**src/rtl/ldpc_dec_sched_pkg.sv**
```systemverilog
// ldpc_dec_sched_pkg
//   Shared types and helpers for the LDPC decoder engine scheduler.
//   - cidx_w()  : width of an engine index (cIDX_W), at least 1 bit
//   - state_t   : dispatch FSM states
//   - slot_t    : per-engine bookkeeping flags {busy, done, decfail}. The tag
//                 lives beside the flags in the slot module because its width
//                 follows the scheduler's pTAG_W parameter.
package ldpc_dec_sched_pkg;

  function automatic int cidx_w(input int engine_num);
    return (engine_num > 1) ? $clog2(engine_num) : 1;
  endfunction

  typedef enum logic [1:0] {
    cRESET   = 2'd0,
    cWAIT    = 2'd1,
    cSTART   = 2'd2,
    cRELEASE = 2'd3
  } state_t;

  typedef struct packed {
    logic busy;
    logic done;
    logic decfail;
  } slot_t;

endpackage

```
**src/rtl/ldpc_dec_sched_slot.sv**
```systemverilog
// ldpc_dec_sched_slot
//   Bookkeeping register for one decoder engine.
//   Ports:
//     iclk, ireset, iclkena : clock, synchronous active-high reset, clock enable
//     istart, itag          : engine started; latch the frame tag
//     idone, idecfail       : engine finished; decfail sampled with done
//     iack                  : output side has read the frame; free the engine
//     oslot, otag           : current flags and tag
//   Priority: start overrides everything; ack overrides done.
module ldpc_dec_sched_slot
  import ldpc_dec_sched_pkg::*;
#(
  parameter int pTAG_W = 4
)
(
  input  logic              iclk,
  input  logic              ireset,
  input  logic              iclkena,
  input  logic              istart,
  input  logic [pTAG_W-1:0] itag,
  input  logic              idone,
  input  logic              idecfail,
  input  logic              iack,
  output slot_t             oslot,
  output logic [pTAG_W-1:0] otag
);

  slot_t             slot_reg, slot_next;
  logic [pTAG_W-1:0] tag_reg, tag_next;

  always_comb begin
    slot_next = slot_reg;
    tag_next  = tag_reg;
    if (iack) begin
      slot_next.busy = 1'b0;
      slot_next.done = 1'b0;
    end else if (idone && slot_reg.busy) begin
      // done on an idle engine is a stray pulse and is dropped
      slot_next.done    = 1'b1;
      slot_next.decfail = idecfail;
    end
    if (istart) begin
      slot_next.busy    = 1'b1;
      slot_next.done    = 1'b0;
      slot_next.decfail = 1'b0;
      tag_next          = itag;
    end
  end

  always_ff @(posedge iclk) begin
    if (ireset) begin
      slot_reg <= '0;
      tag_reg  <= '0;
    end else if (iclkena) begin
      slot_reg <= slot_next;
      tag_reg  <= tag_next;
    end
  end

  assign oslot = slot_reg;
  assign otag  = tag_reg;

endmodule

```
**src/rtl/ldpc_dec_engine_sched.sv**
```systemverilog
// ldpc_dec_engine_sched
//   Shares one input buffer and one output port between pENGINE_NUM LDPC
//   decoder engines. Frames go to engines in cyclic order and leave in the
//   same order, with their tag and decfail.
//   Ports:
//     iclk, ireset, iclkena         : clock, sync active-high reset, clock enable
//     ibuf_full, ibuf_tag           : input buffer has a frame, and its tag
//     obuf_rempty                   : pulse, input buffer consumed
//     oeng_start                    : one-hot start pulse to an engine
//     ieng_done, ieng_decfail       : per-engine completion and fail flag
//     oout_val/sel/tag/decfail      : head-of-order frame at the output
//     iout_ack                      : output frame read, engine released
//   Optional build macro LDPC_DEC_SCHED_STAT_EN adds ostat_frames and
//   ostat_fails (saturating counts of acked frames / acked failed frames).
module ldpc_dec_engine_sched
  import ldpc_dec_sched_pkg::*;
#(
  parameter  int pENGINE_NUM = 2,
  parameter  int pTAG_W      = 4,
  localparam int cIDX_W      = cidx_w(pENGINE_NUM)
)
(
  input  logic                   iclk,
  input  logic                   ireset,
  input  logic                   iclkena,
  input  logic                   ibuf_full,
  input  logic [pTAG_W-1:0]      ibuf_tag,
  output logic                   obuf_rempty,
  output logic [pENGINE_NUM-1:0] oeng_start,
  input  logic [pENGINE_NUM-1:0] ieng_done,
  input  logic [pENGINE_NUM-1:0] ieng_decfail,
  output logic                   oout_val,
  output logic [cIDX_W-1:0]      oout_sel,
  output logic [pTAG_W-1:0]      oout_tag,
  output logic                   oout_decfail,
  input  logic                   iout_ack
`ifdef LDPC_DEC_SCHED_STAT_EN
  ,
  output logic [15:0]            ostat_frames,
  output logic [15:0]            ostat_fails
`endif
);

  localparam logic [cIDX_W-1:0] cLAST = cIDX_W'(pENGINE_NUM - 1);

  function automatic logic [cIDX_W-1:0] ptr_inc(input logic [cIDX_W-1:0] p);
    return (p == cLAST) ? '0 : p + 1'b1;
  endfunction

  state_t                  state_reg, state_next;
  logic [cIDX_W-1:0]       wr_ptr_reg, wr_ptr_next;
  logic [cIDX_W-1:0]       rd_ptr_reg, rd_ptr_next;
  logic [pENGINE_NUM-1:0]  start_reg, start_next;
  logic                    rempty_reg, rempty_next;
  logic                    val_reg, val_next;
  logic [cIDX_W-1:0]       sel_reg;
  logic [pTAG_W-1:0]       tag_reg;
  logic                    decfail_reg;
  logic                    ack_take;
  logic [pENGINE_NUM-1:0]  ack_vec;

  slot_t                   slot     [pENGINE_NUM];
  logic [pTAG_W-1:0]       slot_tag [pENGINE_NUM];

  generate
    for (genvar gi = 0; gi < pENGINE_NUM; gi++) begin : g_slot
      ldpc_dec_sched_slot #(.pTAG_W(pTAG_W)) u_slot (
        .iclk     (iclk),
        .ireset   (ireset),
        .iclkena  (iclkena),
        .istart   (start_next[gi]),
        .itag     (ibuf_tag),
        .idone    (ieng_done[gi]),
        .idecfail (ieng_decfail[gi]),
        .iack     (ack_vec[gi]),
        .oslot    (slot[gi]),
        .otag     (slot_tag[gi])
      );
    end
  endgenerate

  // Next-state logic. busy is the registered value, so an ack landing in the
  // same cycle is only seen one cycle later.
  always_comb begin
    state_next = state_reg;
    case (state_reg)
      cRESET:   state_next = cWAIT;
      cWAIT:    if (ibuf_full && !slot[wr_ptr_reg].busy) state_next = cSTART;
      cSTART:   state_next = cRELEASE;
      cRELEASE: state_next = cWAIT;
      default:  state_next = cRESET;
    endcase
  end

  // Output decode from next_state, plus pointer and output-port next values.
  always_comb begin
    start_next = '0;
    if (state_next == cSTART) start_next[wr_ptr_reg] = 1'b1;
    rempty_next = (state_next == cRELEASE);
    wr_ptr_next = (state_next == cRELEASE) ? ptr_inc(wr_ptr_reg) : wr_ptr_reg;

    // An ack only counts against a frame actually being presented.
    ack_take = iout_ack & val_reg;
    ack_vec  = '0;
    ack_vec[rd_ptr_reg] = ack_take;
    rd_ptr_next = ack_take ? ptr_inc(rd_ptr_reg) : rd_ptr_reg;
    // Forcing val low on ack guarantees a gap cycle between frames.
    val_next = !ack_take && slot[rd_ptr_reg].busy && slot[rd_ptr_reg].done;
  end

  always_ff @(posedge iclk) begin
    if (ireset) begin
      state_reg   <= cRESET;
      wr_ptr_reg  <= '0;
      rd_ptr_reg  <= '0;
      start_reg   <= '0;
      rempty_reg  <= 1'b0;
      val_reg     <= 1'b0;
      sel_reg     <= '0;
      tag_reg     <= '0;
      decfail_reg <= 1'b0;
    end else if (iclkena) begin
      state_reg   <= state_next;
      wr_ptr_reg  <= wr_ptr_next;
      rd_ptr_reg  <= rd_ptr_next;
      start_reg   <= start_next;
      rempty_reg  <= rempty_next;
      val_reg     <= val_next;
      sel_reg     <= rd_ptr_reg;
      tag_reg     <= slot_tag[rd_ptr_reg];
      decfail_reg <= slot[rd_ptr_reg].decfail;
    end
  end

  assign oeng_start   = start_reg;
  assign obuf_rempty  = rempty_reg;
  assign oout_val     = val_reg;
  assign oout_sel     = sel_reg;
  assign oout_tag     = tag_reg;
  assign oout_decfail = decfail_reg;

`ifdef LDPC_DEC_SCHED_STAT_EN
  logic [15:0] stat_frames_reg;
  logic [15:0] stat_fails_reg;

  always_ff @(posedge iclk) begin
    if (ireset) begin
      stat_frames_reg <= '0;
      stat_fails_reg  <= '0;
    end else if (iclkena && ack_take) begin
      if (stat_frames_reg != 16'hFFFF) stat_frames_reg <= stat_frames_reg + 16'd1;
      if (decfail_reg && stat_fails_reg != 16'hFFFF) stat_fails_reg <= stat_fails_reg + 16'd1;
    end
  end

  assign ostat_frames = stat_frames_reg;
  assign ostat_fails  = stat_fails_reg;
`endif

endmodule
```
**config.mk**
```make
export PLATFORM = sky130hd
export DESIGN_NAME = ldpc_dec_engine_sched
export DESIGN_NICKNAME = d
export VERILOG_FILES = /design/src/rtl/ldpc_dec_sched_pkg.sv /design/src/rtl/ldpc_dec_sched_slot.sv /design/src/rtl/ldpc_dec_engine_sched.sv
export SDC_FILE = /design/constraint.sdc
export NUM_CORES = 1
export LEC_CHECK = 0
export BUFFER_PORTS_ARGS = -buffer_cell sky130_fd_sc_hd__buf_2
export CORE_MARGIN = 5
export CORE_UTILIZATION = 30
export DETAILED_ROUTE_END_ITERATION = 8
export SLEW_MARGIN = 10
export SYNTH_ARGS = -nofsm -noshare
export SYNTH_HDL_FRONTEND = slang
export SYNTH_SLANG_ARGS = --single-unit
```
**constraint.sdc**
```tcl
create_clock -name iclk -period 1.75 [get_ports iclk]
set_clock_uncertainty 0.15 [all_clocks]
set_input_delay 0.2625 -clock iclk [delete_from_list [all_inputs] [get_ports iclk]]
set_output_delay 0.2625 -clock iclk [all_outputs]
set_load 0.02 [all_outputs]
```
==> impl_metrics.ini, run 1 <==
[pwr]
peakVddDrop_mv = 0.4623
sw_frac_of_total_pct = 23.33
internal_power_uw = 890.6
power_density_nw_per_um2 = 823.1
pwr-share-seq_pct = 57.0
p_comb_share_pct = 8.9
p_switching_uw = 271.1
clkPwrFrac_pct = 34.1
p_leak_uw = 0.0005258

[die]
die_w_um = 73.64
core_sq_um = 3971
die_y_um = 73.64
rows = 23
start_util_pct = 30.59
num_io_pins = 23
die-area_sq_um = 5422

[route]
ant_nets = 0
drt_wl_total_um = 2861
vias = 1037
drcViolationCount = 0
dr.pass1.iters = 4
avgRoutedWirePerCell_um = 13.89
viasPerCell = 5.034
drtIter0Drc = 59

[synthesis]
synth_edf_count = 0
ys_seq_area_share_pct = 46.14
synthesis.nets = 147
synth.avg_cell_area_sq_um = 9.067
synth_top_cell_by_area = dfxtp_1
ys_ff_latch = 28
syn-instance-count = 134
yosysTopAreaCellShare_pct = 46.14
ys_async_sr_fraction_pct = 0
synth_cell_type_count = 33
yosys-top-cells-area = dfxtp_1, a21oi_1, mux2i_1
syn_area_sq_um = 1215
ys_warn_count = 0
synthFlopType = dfxtp_1

[sta]
setup_ws_ns = 0.2479
finalCriticalPeriod_ns = 1.502
rsz0062_at_grt = no
max_freq_mhz = 665.8
maxSlewViolCount = 0
finalSetupViolations = 0
final.setup.tns_ns = 0
worst_pin_slew_ns = 0.4341
finalCritPeriodShare_pct = 85.83
slew_headroom_pct = 70.95
finalHoldViolations = 0

[global_routing]
grt_pass1_wl_um = 4761
gr-total-overflow = 0
grt_pass1_vias = 1045
grtUsageTotal_pct = 11.12
antenna_found_initial = 0
grt_max_degree = 20

[setup_path]
crit_path_end_kind = flop
cp-start-kind = flop
required_ns = 1.80
slowest_stage = dfxtp_1
ff2ff_path_depth = 4
cp_max_fo = 8
path_class = reg -> reg
path_cells = and4b_1 -> buf_4 -> nand3_1 -> a21oi_1
slowest_delay_ns = 0.42
arrival_ns = 1.56

[cts]
cts_resized = 0
cts_buffers = 3
tritoncts = built
cts_buffer_depth = 2
ctsHoldBuffers = 0
postCtsSetupBuffers = 0
clk_pin_slew_ns = 0.09
clockRootBuffer = clkbuf_8
clkSinkCount = 28
clk_latency_ns = 0.27
cts_htree_levels = 1

[cells_and_area]
post-route-util_pct = 35.54
layout-drive-gt1-share_pct = 22.44
areaGrowthSynthToFinish_pct = 16.17
layout_commonest_cell = dfxtp_1
fin_nets = 170
final_area_sq_um = 1411
largest_reg_flops = 8
num_antenna_cells = 0
final_cell_mix = dfxtp_1, buf_2, a21oi_1, nand3_1, nor2_1
fillers = 416
finalNonFillerCells = 206

[placement]
portBuffers = 22
place_area_sq_um = 1356
dp_slack_ns = 0.2936
dp_cells = 202
gp_congestion = 0.7839
dp_hpwl_um = 2132

[run_status]
status = completed

[hold_path]
hold_path_class = in -> reg
hold_depth = 3

[flow_run]
max_cap_violations = 0
## stage by stage
step	hold slack (ns)	total power [uW]
after CTS	0.09471	1173
after global placement	0.3044	777.0
after global routing	0.1118	1204
after detailed placement	0.3170	779.8
after floorplan	0.2602	742.7
final	0.09413	1162
## critical path, delay by kind of cell, from the launching register on
kind            cells  cell delay (ns)
simple gates        2             0.49
flops               1             0.42
buf+inv             1             0.22
compound gates      1             0.16
## path summary, 6_finish.rpt
check	slack, ns	endpoint	startpoint
worst max-delay path	0.25	g_slot[0].u_slot.otag[0]$_SDFFE_PP0P_	state_reg[0]$_SDFFE_PP0P_
worst min-delay path	0.09	g_slot[0].u_slot.otag[1]$_SDFFE_PP0P_	ibuf_tag[1]
worst max register to register	0.25	g_slot[0].u_slot.otag[0]$_SDFFE_PP0P_	state_reg[0]$_SDFFE_PP0P_
worst min register to register	0.32	oeng_start[1]$_SDFFE_PP0P_	oeng_start[1]$_SDFFE_PP0P_
## logic make-up (layout without fill, tap and decap cells)
kind of cell    count (synthesis)  after routing  synth area share (%)
compound gates                 39             39                 20.60
xor+xnor                        2              2                 1.442
buf+inv                        10             32                 5.665
flops                          28             28                 46.14
mux                             7              7                 5.767
simple gates                   48             48                 20.39
## layer usage
layer,up-vias,track usage [%],wire (um)
met1,480,15.00,1416
li1,526,-,-
met5,-,0,0
met4,0,2.213,12
met3,2,3.283,180
met2,29,17.62,1252
## layout make-up
cell class / count / area [sq um] / share of cell area (%)
multi-input cells: 96 / 585.6 / 41.49
flip-flops and latches: 28 / 560.5 / 39.72
repair buffers: 26 / 140.1 / 9.929
well taps: 50 / 62.56 / 4.433
clock buffers: 4 / 55.05 / 3.901
inverters: 2 / 7.507 / 0.5319
## synthesized netlist by cell type, drive strengths merged (3+ instances only)
cell,count
mux2i,7
buf,8
nand3,12
a211oi,6
o21ai,11
nor2,12
nand2b,3
a21oi,14
nand2,9
nand3b,4
dfxtp,28
## power by group through the flow
| stage | Sequential (uW) | Combinational [uW] | Clock [uW] |
|---|---|---|---|
| after floorplan | 684 | 59.1 | 0 |
| after CTS | 662 | 103 | 408 |
| after global placement | 676 | 101 | 0 |
| final | 662 | 103 | 396 |
| after detailed placement | 677 | 103 | 0 |
| after global routing | 665 | 114 | 426 |
Note: power is estimated with default switching activity, not from simulation.
==> run 2, diff against run 1 <==
--- a/config.mk
+++ b/config.mk
@@ -5,10 +5,15 @@
 export SDC_FILE = /design/constraint.sdc
 export NUM_CORES = 1
 export LEC_CHECK = 0
+export ABC_CLOCK_PERIOD_IN_PS = 1750
 export BUFFER_PORTS_ARGS = -buffer_cell sky130_fd_sc_hd__buf_2
+export CELL_PAD_IN_SITES_DETAIL_PLACEMENT = 1
+export CELL_PAD_IN_SITES_GLOBAL_PLACEMENT = 1
 export CORE_MARGIN = 5
 export CORE_UTILIZATION = 30
+export CTS_CLUSTER_SIZE = 14
 export DETAILED_ROUTE_END_ITERATION = 8
+export PLACE_DENSITY_LB_ADDON = 0.1
 export SLEW_MARGIN = 10
 export SYNTH_ARGS = -nofsm -noshare
 export SYNTH_HDL_FRONTEND = slang
==> impl_metrics.ini, run 2 (synthesized netlist as in run 1, its figures left out) <==
[cts]
postCtsSetupBuffers = 0
clk_pin_slew_ns = 0.10
cts_htree_levels = 1
cts_buffer_depth = 2
ctsHoldBuffers = 0
clkSinkCount = 28
clockRootBuffer = clkbuf_8
clk_latency_ns = 0.27
cts_buffers = 3
cts_resized = 0
tritoncts = built

[pwr]
power_density_nw_per_um2 = 827.2
p_leak_uw = 0.0005258
peakVddDrop_mv = 0.2520

[flow_run]
max_cap_violations = 0

[setup_path]
r2r_start = state_reg[0]$_SDFFE_PP0P_
path_class = reg -> reg
cp-start-kind = flop
crit_path_end_kind = flop
required_ns = 1.81
cp_max_fo = 8
crit_start = state_reg[0]$_SDFFE_PP0P_
arrival_ns = 1.60

[sta]
finalCriticalPeriod_ns = 1.540
worst_pin_slew_ns = 0.4323
max_freq_mhz = 649.3
slew_headroom_pct = 71.08
rsz0062_at_grt = no
finalSetupViolations = 0
final.setup.tns_ns = 0
finalHoldViolations = 0
maxSlewViolCount = 0
finalCritPeriodShare_pct = 88.01

[placement]
gp_congestion = 0.7174
dp_hpwl_um = 2468
place_area_sq_um = 1356
portBuffers = 22

[cells_and_area]
num_antenna_cells = 0
final_cell_mix = dfxtp_1, buf_2, a21oi_1, nand3_1, nor2_1
fin_nets = 170
largest_reg_flops = 8
areaGrowthSynthToFinish_pct = 16.17
layout_commonest_cell = dfxtp_1
layout-drive-gt1-share_pct = 22.44
final_area_sq_um = 1411

[die]
num_io_pins = 23
die_y_um = 73.64
rows = 23
core_sq_um = 3971
die-area_sq_um = 5422
start_util_pct = 30.59
die_w_um = 73.64

[global_routing]
grt_pass1_vias = 1148
grt_pass1_wl_um = 5457
grt_max_degree = 17
grtUsageTotal_pct = 13.03
gr-total-overflow = 0
antenna_found_initial = 0

[route]
avgRoutedWirePerCell_um = 15.47
dr.pass1.iters = 4
drcViolationCount = 0
ant_nets = 0
vias = 1059
viasPerCell = 5.141
drt_wl_total_um = 3186
drtIter0Drc = 31

[hold_path]
min_from = ibuf_tag[2]
hold_path_class = in -> reg

[run_status]
status = completed
run 2: cell counts in the layout (fill, tap and decap cells not counted):
Identical to the previous run, type by type.
run 2: where the power goes:
| group | internal [uW] | switching, uW | total (uW) |
|---|---|---|---|
| clock network | 201 | 200 | 401 |
| logic | 37.8 | 66.4 | 104 |
| registers | 651 | 10.3 | 662 |
run 2: through the flow:
step	setup WS, ns	utilization [%]	total power [uW]	cells	hold slack, ns
6_report	0.2099	35.54	1167	206	0.09898
2_1_floorplan	0.4926	-	742.7	134	0.2602
3_5_place_dp	0.2302	34.15	783.4	202	0.3081
5_1_grt	0.09862	35.54	1226	206	0.09332
4_1_cts	0.2039	35.54	1186	206	0.09439
3_3_place_gp	0.3086	34.15	779.5	202	0.3051
run 2: worst max-delay path, cell delays in order, from the launching register on:
cell     delay (ns)
dfxtp_1        0.41
and4b_1        0.44
buf_4          0.22
nand3_1        0.10
a21oi_1        0.15
run 2: cell type report:
type	instances	area, sq um
timing repair buffer	26	140.1
multi-input combinational	96	585.6
fill	492	2560
tap	50	62.56
clock buffer	4	55.05
sequential	28	560.5
inverter	2	7.507
run 2: per-layer routing:
layer	part of all wire, %	track usage (%)	up-vias
li1	-	-	528
met1	46	16.56	510
met2	49	22.54	17
met3	3.6	2.189	4
met4	0.97	3.622	0
met5	0	0	-
run 2: path summary, 6_finish.rpt:
path                                           end  depth (start not counted)  slack (ns)
max reg2reg  g_slot[0].u_slot.otag[1]$_SDFFE_PP0P_                          4        0.21
min          g_slot[0].u_slot.otag[2]$_SDFFE_PP0P_                          3         0.1
max          g_slot[0].u_slot.otag[1]$_SDFFE_PP0P_                          4        0.21
min reg2reg               obuf_rempty$_SDFFE_PP0P_                          2        0.32
==> run 3, diff against run 2 <==
--- a/config.mk
+++ b/config.mk
@@ -13,7 +13,7 @@
 export CORE_UTILIZATION = 30
 export CTS_CLUSTER_SIZE = 14
 export DETAILED_ROUTE_END_ITERATION = 8
-export PLACE_DENSITY_LB_ADDON = 0.1
+export PLACE_DENSITY = 0.65
 export SLEW_MARGIN = 10
 export SYNTH_ARGS = -nofsm -noshare
 export SYNTH_HDL_FRONTEND = slang
==> impl_metrics.ini, run 3 (synthesized netlist as in run 1, its figures left out) <==
[global_routing]
gr-total-overflow = 0
grt_pass1_wl_um = 5402
grtUsageTotal_pct = 12.93
antenna_found_initial = 0
grt_max_degree = 20
grt_pass1_vias = 1154

[sta]
rsz0062_at_grt = no
finalCriticalPeriod_ns = 1.517
finalSetupViolations = 0
final.setup.tns_ns = 0
hold_ws_ns = 0.09247
worst_pin_slew_ns = 0.3742
finalCritPeriodShare_pct = 86.66
slew_headroom_pct = 75.03
finalHoldViolations = 0
maxSlewViolCount = 0
max_freq_mhz = 659.4

[die]
die_y_um = 73.64
start_util_pct = 30.59
die_w_um = 73.64
core_sq_um = 3971
rows = 23
num_io_pins = 23
die-area_sq_um = 5422

[setup_path]
cp_max_fo = 9
ff2ff_path_depth = 4
critPathBufInv = 1
crit_path_end_kind = flop
path_cells = and4b_1 -> buf_4 -> nand3_1 -> a21oi_1
path_class = reg -> reg
cp-start-kind = flop
slowest_delay_ns = 0.46
path_delay_family = simple AND/OR/NAND/NOR gates
slowest_stage = and4b_1
required_ns = 1.81
arrival_ns = 1.58
cp.depth = 4

[cells_and_area]
multiInputGateArea_sq_um = 585.6
final_cell_mix = dfxtp_1, buf_2, a21oi_1, nand3_1, nor2_1
num_antenna_cells = 0
fillers = 472
layout_commonest_cell = dfxtp_1
largest_reg_flops = 8
regArea_sq_um = 560.5
fin_nets = 172
layout-drive-gt1-share_pct = 23.42
areaGrowthSynthToFinish_pct = 17.40

[cts]
cts_resized = 0
clk_latency_ns = 0.27
ctsHoldBuffers = 0
tritoncts = built
cts_buffer_depth = 2
cts_htree_levels = 1
postCtsSetupBuffers = 0
cts_buffers = 3
clockRootBuffer = clkbuf_8
clkSinkCount = 28
clk_pin_slew_ns = 0.10

[placement]
gp_congestion = 0.8329
portBuffers = 22
dp_hpwl_um = 2481

[route]
drtIter0Drc = 34
viasPerCell = 5.144
drcViolationCount = 0
ant_nets = 0
dr.pass1.iters = 4
avgRoutedWirePerCell_um = 15.38
drt_wl_total_um = 3200
vias = 1070

[run_status]
status = completed

[hold_path]
hold_depth = 3
hold_path_class = in -> reg

[pwr]
peakVddDrop_mv = 0.4835
power_density_nw_per_um2 = 818.8
p_leak_uw = 0.0005349

[flow_run]
max_cap_violations = 0
run 3: worst reg2reg max path: stages (launching register included):
cell and delay (ns):
dfxtp_1 0.42, and4b_1 0.46, buf_4 0.22, nand3_1 0.09
a21oi_1 0.13
run 3: per-stage QoR:
stage	utilization (%)	setup WS, ns	total power [uW]	cells	area [sq um]
floorplan	-	0.4926	742.7	134	1215
global placement	34.53	0.3429	782.0	204	1371
detailed placement	34.53	0.2290	785.9	204	1371
CTS	35.92	0.2107	1189	208	1426
global route	35.92	0.09267	1219	208	1426
finish	35.92	0.2335	1168	208	1426
run 3: final cells by class:
cell class,instances,share of cell area [%]
clock buffers,4,3.860
well taps,50,4.386
multi-input cells,96,41.05
flip-flops and latches,28,39.30
inverters,2,0.5263
repair buffers,28,10.88
run 3: routing by layer:
metal  GRT usage [%]  share of wire (%)  routed length [um]  vias up
li1                -                  -                   -      533
met1           14.94                 42                1337      507
met2           22.34                 51                1642       28
met3           3.967                6.4                 204        2
met4           4.628               0.53                  17        0
met5               0                  0                   0        -
run 3: final timing paths:
| check | end | slack, ns | from |
|---|---|---|---|
| worst max-delay path | g_slot[1].u_slot.otag[3]$_SDFFE_PP0P_ | 0.23 | state_reg[0]$_SDFFE_PP0P_ |
| worst min-delay path | g_slot[1].u_slot.otag[1]$_SDFFE_PP0P_ | 0.09 | ibuf_tag[1] |
| worst min register to register | oeng_start[0]$_SDFFE_PP0P_ | 0.32 | oeng_start[0]$_SDFFE_PP0P_ |
| worst max register to register | g_slot[1].u_slot.otag[3]$_SDFFE_PP0P_ | 0.23 | state_reg[0]$_SDFFE_PP0P_ |
run 3: power breakdown:
part | total [uW] | switching [uW] | internal (uW) | leakage [uW]
sequential | 662 | 10.9 | 651 | 0.000227
clock | 398 | 197 | 201 | 0.0000288
combinational | 107 | 66.2 | 41.0 | 0.000279
